## config.mk

```make
export PLATFORM = sky130hd
export DESIGN_NAME = dcache_ctrl
export DESIGN_NICKNAME = d
export VERILOG_FILES = /design/src/rtl/dcache_pkg.sv /design/src/rtl/dcache_tag_array.sv /design/src/rtl/dcache_ctrl.sv
export SDC_FILE = /design/constraint.sdc
export NUM_CORES = 2
export LEC_CHECK = 0
export CAP_MARGIN = 20
export CORE_ASPECT_RATIO = 2
export CORE_MARGIN = 3
export CORE_UTILIZATION = 45
export CTS_BUF_LIST = sky130_fd_sc_hd__clkbuf_4
export CTS_CLUSTER_SIZE = 28
export DETAILED_ROUTE_END_ITERATION = 16
export PLACE_DENSITY = 0.69
export SLEW_MARGIN = 20
export SYNTH_ARGS = -nofsm -noshare
export SYNTH_HDL_FRONTEND = slang
export SYNTH_SLANG_ARGS = --single-unit
```

## constraint.sdc

```tcl
create_clock -name clk -period 21.9 [get_ports clk]
set_input_delay 3.285 -clock clk [delete_from_list [all_inputs] [get_ports clk]]
set_output_delay 3.285 -clock clk [all_outputs]
set_load 0.01 [all_outputs]
```

## src/rtl/dcache_pkg.sv

```systemverilog
// Shared constants, state encoding and word select/merge helpers for the
// direct-mapped write-back data cache controller.
package dcache_pkg;

    localparam int ADDR_W   = 32;
    localparam int INDEX_W  = 7;
    localparam int BLOCK_W  = 128;
    localparam int WORD_W   = 32;
    localparam int OFFSET_W = 4;
    localparam int TAG_W    = ADDR_W - INDEX_W - OFFSET_W;
    localparam int SETS     = 1 << INDEX_W;

    typedef enum logic [1:0] {
        IDLE      = 2'd0,
        LOOKUP    = 2'd1,
        WRITEBACK = 2'd2,
        REFILL    = 2'd3
    } state_t;

    // Extract one 32-bit word from a line; word 0 sits in the low bits.
    function automatic logic [WORD_W-1:0] get_word(input logic [BLOCK_W-1:0] line,
                                                   input logic [1:0]         sel);
        return line[sel*WORD_W +: WORD_W];
    endfunction

    // Return the line with one word replaced by store data.
    function automatic logic [BLOCK_W-1:0] put_word(input logic [BLOCK_W-1:0] line,
                                                    input logic [1:0]         sel,
                                                    input logic [WORD_W-1:0]  wdata);
        logic [BLOCK_W-1:0] merged;
        merged = line;
        merged[sel*WORD_W +: WORD_W] = wdata;
        return merged;
    endfunction

endpackage

```

## src/rtl/dcache_tag_array.sv

```systemverilog
// Tag/valid/dirty storage for the 128 cache sets. Single index shared by the
// combinational read and the clocked write, since both always address the
// set of the request currently being serviced.
module dcache_tag_array
    import dcache_pkg::*;
(
    input  logic               clk,
    input  logic               rst,
    input  logic [INDEX_W-1:0] index,
    output logic [TAG_W-1:0]   rd_tag,
    output logic               rd_valid,
    output logic               rd_dirty,
    input  logic               wr_en,
    input  logic [TAG_W-1:0]   wr_tag,
    input  logic               wr_dirty
);

    logic [TAG_W-1:0] tag_mem [SETS];
    logic [SETS-1:0]  valid_q;
    logic [SETS-1:0]  dirty_q;

    // Tag storage update on fill or store hit.
    // NOTE: tag entries carry no reset; a tag is only ever read qualified by its
    // valid bit, so clearing valid/dirty is enough and keeps this a plain RAM.
    always_ff @(posedge clk) begin
        if (wr_en) begin
            tag_mem[index] <= wr_tag;
        end
    end

    // Valid/dirty flags; reset invalidates every line at once.
    always_ff @(posedge clk or posedge rst) begin
        if (rst) begin
            valid_q <= '0;
            dirty_q <= '0;
        end else if (wr_en) begin
            valid_q[index] <= 1'b1;
            dirty_q[index] <= wr_dirty;
        end
    end

    assign rd_tag   = tag_mem[index];
    assign rd_valid = valid_q[index];
    assign rd_dirty = dirty_q[index];

endmodule

```

## src/rtl/dcache_ctrl.sv

```systemverilog
// Direct-mapped, write-back, write-allocate data cache controller. Line data
// lives in an external 128 x 128-bit RAM with a one-cycle registered read;
// tags and state flags live in dcache_tag_array.
module dcache_ctrl
    import dcache_pkg::*;
(
    input  logic               clk,
    input  logic               rst,
    // CPU side
    input  logic               cpu_req,
    output logic               cpu_ready,
    input  logic               cpu_we,
    input  logic [ADDR_W-1:0]  cpu_addr,
    input  logic [WORD_W-1:0]  cpu_wdata,
    output logic [WORD_W-1:0]  cpu_rdata,
    output logic               cpu_ack,
    // Data RAM side
    output logic               dram_en,
    output logic [INDEX_W-1:0] dram_addr,
    output logic [BLOCK_W-1:0] dram_din,
    input  logic [BLOCK_W-1:0] dram_dout,
    // Memory side
    output logic               mem_req,
    output logic               mem_we,
    output logic [ADDR_W-1:0]  mem_addr,
    output logic [BLOCK_W-1:0] mem_wdata,
    input  logic [BLOCK_W-1:0] mem_rdata,
    input  logic               mem_ready
);

    state_t state;
    state_t state_nxt;

    // Latched request; the byte offset within a word is never needed.
    logic [ADDR_W-1:2]  req_addr;
    logic               req_we;
    logic [WORD_W-1:0]  req_wdata;

    logic [TAG_W-1:0]   req_tag;
    logic [INDEX_W-1:0] req_index;
    logic [1:0]         req_word;
    logic [ADDR_W-1:0]  req_line;

    logic [TAG_W-1:0]   rd_tag;
    logic               rd_valid;
    logic               rd_dirty;
    logic               hit;

    logic               tag_wr_en;
    logic               tag_wr_dirty;

    logic               cpu_ack_nxt;
    logic [WORD_W-1:0]  cpu_rdata_nxt;
    logic               mem_req_nxt;
    logic               mem_we_nxt;
    logic [ADDR_W-1:0]  mem_addr_nxt;
    logic [BLOCK_W-1:0] mem_wdata_nxt;

    logic               unused_addr_bits;
    assign unused_addr_bits = ^cpu_addr[1:0];

    assign req_tag   = req_addr[ADDR_W-1:INDEX_W+OFFSET_W];
    assign req_index = req_addr[INDEX_W+OFFSET_W-1:OFFSET_W];
    assign req_word  = req_addr[3:2];
    assign req_line  = {req_tag, req_index, {OFFSET_W{1'b0}}};

    assign cpu_ready = (state == IDLE);
    assign hit       = rd_valid && (rd_tag == req_tag);

    dcache_tag_array u_tags (
        .clk      (clk),
        .rst      (rst),
        .index    (req_index),
        .rd_tag   (rd_tag),
        .rd_valid (rd_valid),
        .rd_dirty (rd_dirty),
        .wr_en    (tag_wr_en),
        .wr_tag   (req_tag),
        .wr_dirty (tag_wr_dirty)
    );

    // RAM read address: follow the CPU while idle so the line is ready in
    // LOOKUP, then hold the request's set so dram_dout stays stable.
    always_comb begin
        if (state == IDLE) begin
            dram_addr = rst ? '0 : cpu_addr[INDEX_W+OFFSET_W-1:OFFSET_W];
        end else begin
            dram_addr = req_index;
        end
    end

    // Capture the CPU request on acceptance; inputs are ignored afterwards.
    // NOTE: clocked state always uses non-blocking assignments so every
    // register samples pre-edge values regardless of statement order.
    always_ff @(posedge clk or posedge rst) begin
        if (rst) begin
            req_addr  <= '0;
            req_we    <= 1'b0;
            req_wdata <= '0;
        end else if (cpu_req && cpu_ready) begin
            req_addr  <= cpu_addr[ADDR_W-1:2];
            req_we    <= cpu_we;
            req_wdata <= cpu_wdata;
        end
    end

    // FSM state register.
    always_ff @(posedge clk or posedge rst) begin
        if (rst) begin
            state <= IDLE;
        end else begin
            state <= state_nxt;
        end
    end

    // Next state, RAM/tag write strobes and next values of registered outputs.
    always_comb begin
        // NOTE: every signal assigned here gets a default first; a branch that
        // forgot one would otherwise infer a latch.
        state_nxt     = state;
        cpu_ack_nxt   = 1'b0;
        cpu_rdata_nxt = cpu_rdata;
        mem_req_nxt   = mem_req;
        mem_we_nxt    = mem_we;
        mem_addr_nxt  = mem_addr;
        mem_wdata_nxt = mem_wdata;
        dram_en       = 1'b0;
        dram_din      = '0;
        tag_wr_en     = 1'b0;
        tag_wr_dirty  = 1'b0;

        case (state)
            IDLE: begin
                if (cpu_req) begin
                    state_nxt = LOOKUP;
                end
            end

            LOOKUP: begin
                if (hit) begin
                    cpu_ack_nxt = 1'b1;
                    state_nxt   = IDLE;
                    if (req_we) begin
                        // Write lands at the end of LOOKUP, before any
                        // back-to-back request can read the set again.
                        dram_en      = 1'b1;
                        dram_din     = put_word(dram_dout, req_word, req_wdata);
                        tag_wr_en    = 1'b1;
                        tag_wr_dirty = 1'b1;
                    end else begin
                        cpu_rdata_nxt = get_word(dram_dout, req_word);
                    end
                end else if (rd_valid && rd_dirty) begin
                    mem_req_nxt   = 1'b1;
                    mem_we_nxt    = 1'b1;
                    mem_addr_nxt  = {rd_tag, req_index, {OFFSET_W{1'b0}}};
                    mem_wdata_nxt = dram_dout;
                    state_nxt     = WRITEBACK;
                end else begin
                    mem_req_nxt  = 1'b1;
                    mem_we_nxt   = 1'b0;
                    mem_addr_nxt = req_line;
                    state_nxt    = REFILL;
                end
            end

            WRITEBACK: begin
                // mem_req stays high; the refill read follows immediately.
                if (mem_ready) begin
                    mem_we_nxt   = 1'b0;
                    mem_addr_nxt = req_line;
                    state_nxt    = REFILL;
                end
            end

            REFILL: begin
                if (mem_ready) begin
                    mem_req_nxt  = 1'b0;
                    dram_en      = 1'b1;
                    dram_din     = req_we ? put_word(mem_rdata, req_word, req_wdata)
                                          : mem_rdata;
                    tag_wr_en    = 1'b1;
                    tag_wr_dirty = req_we;
                    cpu_ack_nxt  = 1'b1;
                    if (!req_we) begin
                        cpu_rdata_nxt = get_word(mem_rdata, req_word);
                    end
                    state_nxt = IDLE;
                end
            end

            default: begin
                state_nxt = IDLE;
            end
        endcase
    end

    // Registered CPU and memory outputs; reset drops any memory transaction.
    always_ff @(posedge clk or posedge rst) begin
        if (rst) begin
            cpu_ack   <= 1'b0;
            cpu_rdata <= '0;
            mem_req   <= 1'b0;
            mem_we    <= 1'b0;
            mem_addr  <= '0;
            mem_wdata <= '0;
        end else begin
            cpu_ack   <= cpu_ack_nxt;
            cpu_rdata <= cpu_rdata_nxt;
            mem_req   <= mem_req_nxt;
            mem_we    <= mem_we_nxt;
            mem_addr  <= mem_addr_nxt;
            mem_wdata <= mem_wdata_nxt;
        end
    end

endmodule
```

# Word level (Yosys, flattened, before mapping)
# Memories as Yosys holds them, arrays and structs flattened.
# Cells that the tools add are included.
# op_classes
addsub,1
magnitude_cmp,2
n_eq_ne,11
shifts,4
n_mux,47
bitwise_logic,2
n_reduce_logical,12
# ops
cell,n
$mux 128,4
$bwmux 128,3
$pmux 128 s2,1
$shiftx 128x8->32,2
$mux 32,7
$or 128x128->128,1
$pmux 32 s2,2
$shift 32x34->128 const A,1
$shiftx 32x34->128,1
$neg 7->34,1
$eq 21x21->1,1
$mux 1,15
$bmux 1 s7,2
$mux 7,2
$ne 2x2->1 const B,7
$reduce_and 3->1,4
$pmux 1 s2,5
$lt 7x8->1 const B,1
$mux 2,4
$pmux 2 s4,1
$demux 1 s7,1
$ge 7x1->1 const B,1
$reduce_and 5->1,1
$eq 2x2->1 const B,2
other kinds (5),9
# totals
reg_bits,516
ram_bits,2688
out_inout_bits,332
n_memories,1
# memory_table
memory,words,width,read_ports,rd_clocked_by_memory_dff,wr,line_no,text
u_tags.tag_mem,128,21,1,0,1,dcache_tag_array.sv:18,logic [TAG_W-1:0] tag_mem [SETS];

# Depth between registers and ports, before layout
# depth
ltp_word,7
depth_mapped,23
mapped_depth_nobuf,12

# Modules after synthesis
# Synthesis repeated with hierarchy kept, for this count alone.
# hier_totals
cells_unflattened,5953
area_unflattened_um2,128475.7
# modules_own_cells
module,n_inst,cells_each,area_per_inst_um2,seq_area_each_um2
dcache_tag_array,1,4604,113068.4,87123.6
dcache_ctrl,1,1349,15407.3,6406.1

# Worst setup path after synthesis
# Ideal clock, no wire load.
# synth_timing
path_kind,input to output
from,input rst
to,output dram_addr[5]
arrival_time_ns,16.892
required_time_ns,18.615
slack_ns,1.723
cell_stages,3
n_path_buf,0
cell_sequence,clkinv_1 -> nand3_1 -> o21ai_0
# synth_between
elab_chain_len,2
# synth_rtl
item,line_no,text
"start, declared",dcache_ctrl.sv:8,"input logic rst,"
$mux 7,dcache_ctrl.sv:86,dram_addr = rst ? '0 : cpu_addr[INDEX_W+OFFSET_W-1:OFFSET_W];
$mux 7,dcache_ctrl.sv:85,if (state == IDLE) begin
"end, declared",dcache_ctrl.sv:19,"output logic [INDEX_W-1:0] dram_addr,"
# No other way between the ends.

# Worst setup path after layout
# layout_timing
from,register req_addr[5] in the netlist's numbering
to,output dram_din[110]
# layout_between
elab_chain_len,5
# layout_rtl
item,line_no,text
"start, declared",dcache_ctrl.sv:35,logic [ADDR_W-1:2] req_addr;
"start signal, assigned",dcache_ctrl.sv:101,req_addr <= cpu_addr[ADDR_W-1:2];
$mem_v2 128x21 / $bmux 1 s7 (equally long branches),--,
$eq 21x21->1 / $mux 1 (equally long branches),"dcache_ctrl.sv:68, dcache_tag_array.sv:43",
$logic_and 1x1->1 *,dcache_ctrl.sv:68,assign hit = rd_valid && (rd_tag == req_tag);
$mux 128 *,dcache_ctrl.sv:140,if (hit) begin
$pmux 128 s2 *,dcache_ctrl.sv:132,case (state)
"end, declared",dcache_ctrl.sv:20,"output logic [BLOCK_W-1:0] dram_din,"
# Mark *: on every way between the ends. The rest lies on a longest branch, timed or not. The select of a mux whose other input is x is not followed.

==> impl_metrics.py <==
metrics = {
    "route": {
        "drc_errors": 0,
        "wl_per_cell_um": 42.5,
        "antenna_left": 0,
        "vias": 86900,
        "drt_iter0_drc": 11800,
        "viasPerCell": 6.51,
        "first_pass_iters": 8,
        "drt_wl_total_mm": 567,
    },
    "power": {
        "p_leak_nw": 52.4,
        "ir_worst_vdd_uv": 118,
        "switching_share": 0.424,
        "power_switching_mw": 9.45,
        "pwr-share-clk": 0.206,
        "power_frac_comb": 0.414,
        "p_int_mw": 12.9,
        "cellPowerDensity_nw_per_um2": 146,
        "pwr-share-seq": 0.380,
    },
    "layout": {
        "areaGrowthSynthToFinish_pct": 16.8,
        "multiInputGateArea_um2": 35700,
        "final_common_cell": "edfxtp_1",
        "seq_area_um2": 93600,
        "nNetsFinal": 9170,
        "final_cell_mix": "edfxtp_1 (2688), clkbuf_4 (983), clkdlybuf4s50_1 (650)",
        "drive_gt1_frac": 0.273,
        "fill_cells": 23500,
        "fin_util": 0.529,
    },
    "cts": {
        "ctsHoldBuffers": 0,
        "cts_tree": "done",
        "insertion_delay_ps": 1390,
        "cts_sinks": 3200,
        "cts_buffers": 699,
        "root_buffer": "clkbuf_4",
        "h-tree-depth": 6,
        "cts_resized": 0,
        "path_clk_slew_ps": 80,
        "post_cts_buffers": 0,
        "clockBufferDepth": 4,
    },
    "worst_setup_path": {
        "crit_arrival_ps": 11290,
        "worstReg2RegEnd": "u_tags.valid_q[17]$_DFFE_PP0P_",
        "reg2reg_from": "req_addr[5]$_DFFE_PP0P_",
        "crit_type": "reg2out",
        "path_common_cell": "buf_4",
        "cpPeakStageDelay_ps": 1190,
        "cp.required_ps": 18620,
        "critPathLaunchType": "flop",
        "cp-end-kind": "output pin",
        "crit_path_cell_trace": "buf_4, buf_4, buf_12, nor2_4, buf_12, a22oi_1, o21ai_0, a21oi_2, buf_4, mux4_2, mux2i_1, xnor2_1, or4_1, nor4b_1, buf_4, nand4_1, buf_4, buf_12, o22ai_1, clkdlybuf4s50_1",
        "r2r_cells": 21,
        "crit_slowest_cell": "o22ai_1",
        "regToRegSetupSlack_ps": 10680,
        "crit_fanout": 84,
    },
    "synthesis": {
        "mappedNetlistArea_um2": 131000,
        "avgSynthCellArea_um2": 17.0,
        "syn_inst": 7732,
        "seq_area_frac_synth": 0.714,
        "ys_seq_elements": 3200,
        "yosys.cell_types.count": 87,
        "async_flop_share": 0.160,
        "synth_ff_type": "edfxtp_1",
        "ys_warn_count": 0,
        "synth-edff-count": 2688,
    },
    "floorplanning": {
        "die_h_um": 769,
        "die_x_um": 388,
        "start_util": 0.453,
        "die_area_um2": 298000,
        "num_rows": 279,
        "io_pins": 657,
        "coreArea_um2": 289000,
    },
    "global_routing": {
        "grt_usage": 0.376,
        "antenna_found_initial": 95,
        "grt_max_degree": 129,
        "gr-total-overflow": 0,
        "grt_pass1_vias": 86000,
        "grt_first_pass_wirelength_mm": 756,
    },
    "timing": {
        "max_freq_mhz": 68.6,
        "maxSlewViolCount": 0,
        "fin_tns_setup_ps": 0,
        "relSlewSlack": 0.0412,
        "hold_viol_final": 0,
        "fin_crit_ps": 14580,
        "finalCritPeriodShare": 0.666,
        "setup_violations": 0,
        "tightest_slew_ps": 1440,
        "clock_skew_ps": 122,
        "rsz0062_at_grt": "false",
    },
    "placement": {
        "hpwl_mm": 380,
        "io_buffers": 650,
        "gp_congestion": 1.04,
    },
    "worst_hold_path": {
        "hp-start": "u_tags.valid_q[47]$_DFFE_PP0P_",
        "whs_path_depth": 1,
        "worstHoldEndpoint": "u_tags.valid_q[47]$_DFFE_PP0P_",
        "hold_path_class": "reg2reg",
    },
    "flow_run": {
        "max_cap_viol_count": 0,
    },
    "status": {
        "status": "finished, final reports clean",
    },
}
-- worst max-delay path: cells and delay by family, from the launching register on --
| family | cells | cell delay, ps |
|---|---|---|
| buffers and inverters | 9 | 3980 |
| AOI/OAI and AO/OA | 4 | 1830 |
| and+or+nand+nor | 4 | 1340 |
| muxes | 2 | 1070 |
| DFF | 1 | 860 |
| xor gates and xnor gates | 1 | 220 |
-- per-stage QoR --
step                      area (µm²)  hold WS, ps  worst slack [ps]  std cells  power [mW]
after floorplan               131000          427              1720       7735        12.7
after global placement        144000          441              9140      11900        17.3
after detailed placement      144000          448              9160      11900        17.5
after CTS                     153000          464              7660      13200        22.0
after global routing          153000          480              7510      13300        22.8
final                         153000          465              7320      13300        22.3
-- cell usage after synthesis (all sizes together), types with 8 or more instances --
cell | instances | share of area
a22oi | 401 | 0.023
buf | 307 | 0.012
o21ai | 238 | 0.0091
or2 | 136 | 0.0065
nor2 | 168 | 0.0049
mux2 | 314 | 0.027
nor3b | 8 | 0.00046
o211ai | 18 | 0.0010
o22ai | 253 | 0.012
nor2b | 18 | 0.00086
nand3 | 87 | 0.0033
inv | 62 | 0.0018
o2bb2ai | 19 | 0.0013
nand3b | 15 | 0.00086
clkbuf | 304 | 0.0087
a222oi | 12 | 0.00092
o2111ai | 8 | 0.00053
a221o | 58 | 0.0044
dfrtp | 512 | 0.098
a21o | 9 | 0.00052
mux4 | 462 | 0.079
nor3 | 59 | 0.0036
a221oi | 179 | 0.012
and2 | 37 | 0.0018
or3b | 9 | 0.00060
and3 | 30 | 0.0014
edfxtp | 2688 | 0.62
a21oi | 136 | 0.0052
a211o | 9 | 0.00060
nor4 | 20 | 0.0011
or4 | 9 | 0.00052
a22o | 29 | 0.0019
a2111oi | 12 | 0.00095
a31oi | 25 | 0.0012
xnor2 | 12 | 0.00080
mux2i | 341 | 0.026
a211oi | 30 | 0.0017
o31ai | 94 | 0.0054
nand2b | 30 | 0.0014
o221ai | 29 | 0.0019
nand2 | 431 | 0.012
-- worst max-delay path by stage --
stage / start / end / cells past startpoint
2_1_floorplan: rst / dram_addr[5] / 3
3_3_place_gp: req_addr[4]$_DFFE_PP0P_ / dram_din[78] / 16
3_5_place_dp: req_addr[4]$_DFFE_PP0P_ / dram_din[78] / 16
4_1_cts: req_addr[4]$_DFFE_PP0P_ / dram_din[78] / 16
5_1_grt: req_addr[4]$_DFFE_PP0P_ / dram_din[115] / 18
6_report: req_addr[5]$_DFFE_PP0P_ / dram_din[110] / 20
-- layer usage --
layer / vias to the layer above / track usage / wire length, µm
met2: 6377 / 0.618 / 274000
met3: 1714 / 0.103 / 56200
met1: 44500 / 0.392 / 171000
li1: 34200 / - / -
met4: 54 / 0.341 / 65000
met5: - / 0 / 364
-- cells by family (layout without fill, tap and decap cells) --
kind of cell	after synthesis	count (layout)	share of synthesized area
AO/OA/AOI/OAI	1630	1630	0.0888
AND/OR/NAND/NOR	1084	1084	0.0411
XOR/XNOR	19	19	0.00127
adder cells (fa/ha/maj)	5	5	0.000477
flip-flops	3200	3200	0.714
buffers and inverters	676	2342	0.0223
multiplexers	1117	1117	0.132
other	1	158	0.0000286
-- power groups by stage --
stage | clock (mW) | combinational (mW) | sequential [mW]
after global routing | 4.96 | 9.32 | 8.51
after detailed placement | 0 | 8.89 | 8.59
final | 4.60 | 9.22 | 8.48
after global placement | 0 | 8.79 | 8.55
after CTS | 4.67 | 8.91 | 8.45
after floorplan | 0 | 4.16 | 8.57
-- sequential cells by signal (all words and copies together), names as in the netlist, named ones only --
| signal | flops |
|---|---|
| u_tags.tag_mem | 2688 |
| mem_wdata | 128 |
| u_tags.dirty_q | 128 |
| u_tags.valid_q | 128 |
| cpu_rdata | 32 |
| req_wdata | 32 |
| req_addr | 30 |
| mem_addr | 28 |
| cpu_ack | 1 |
| mem_req | 1 |
| mem_we | 1 |
| req_we | 1 |
| state | 1 |
-- final cells by class --
class,count,area share
clock buffer,983,0.0482
clock inverter,279,0.00949
sequential,3200,0.612
antenna,154,0.00252
inverter,65,0.00172
timing repair buffer,1015,0.0620
multi-input combinational,3859,0.233
tap,3793,0.0310
Power figures use the tool's default switching activity.
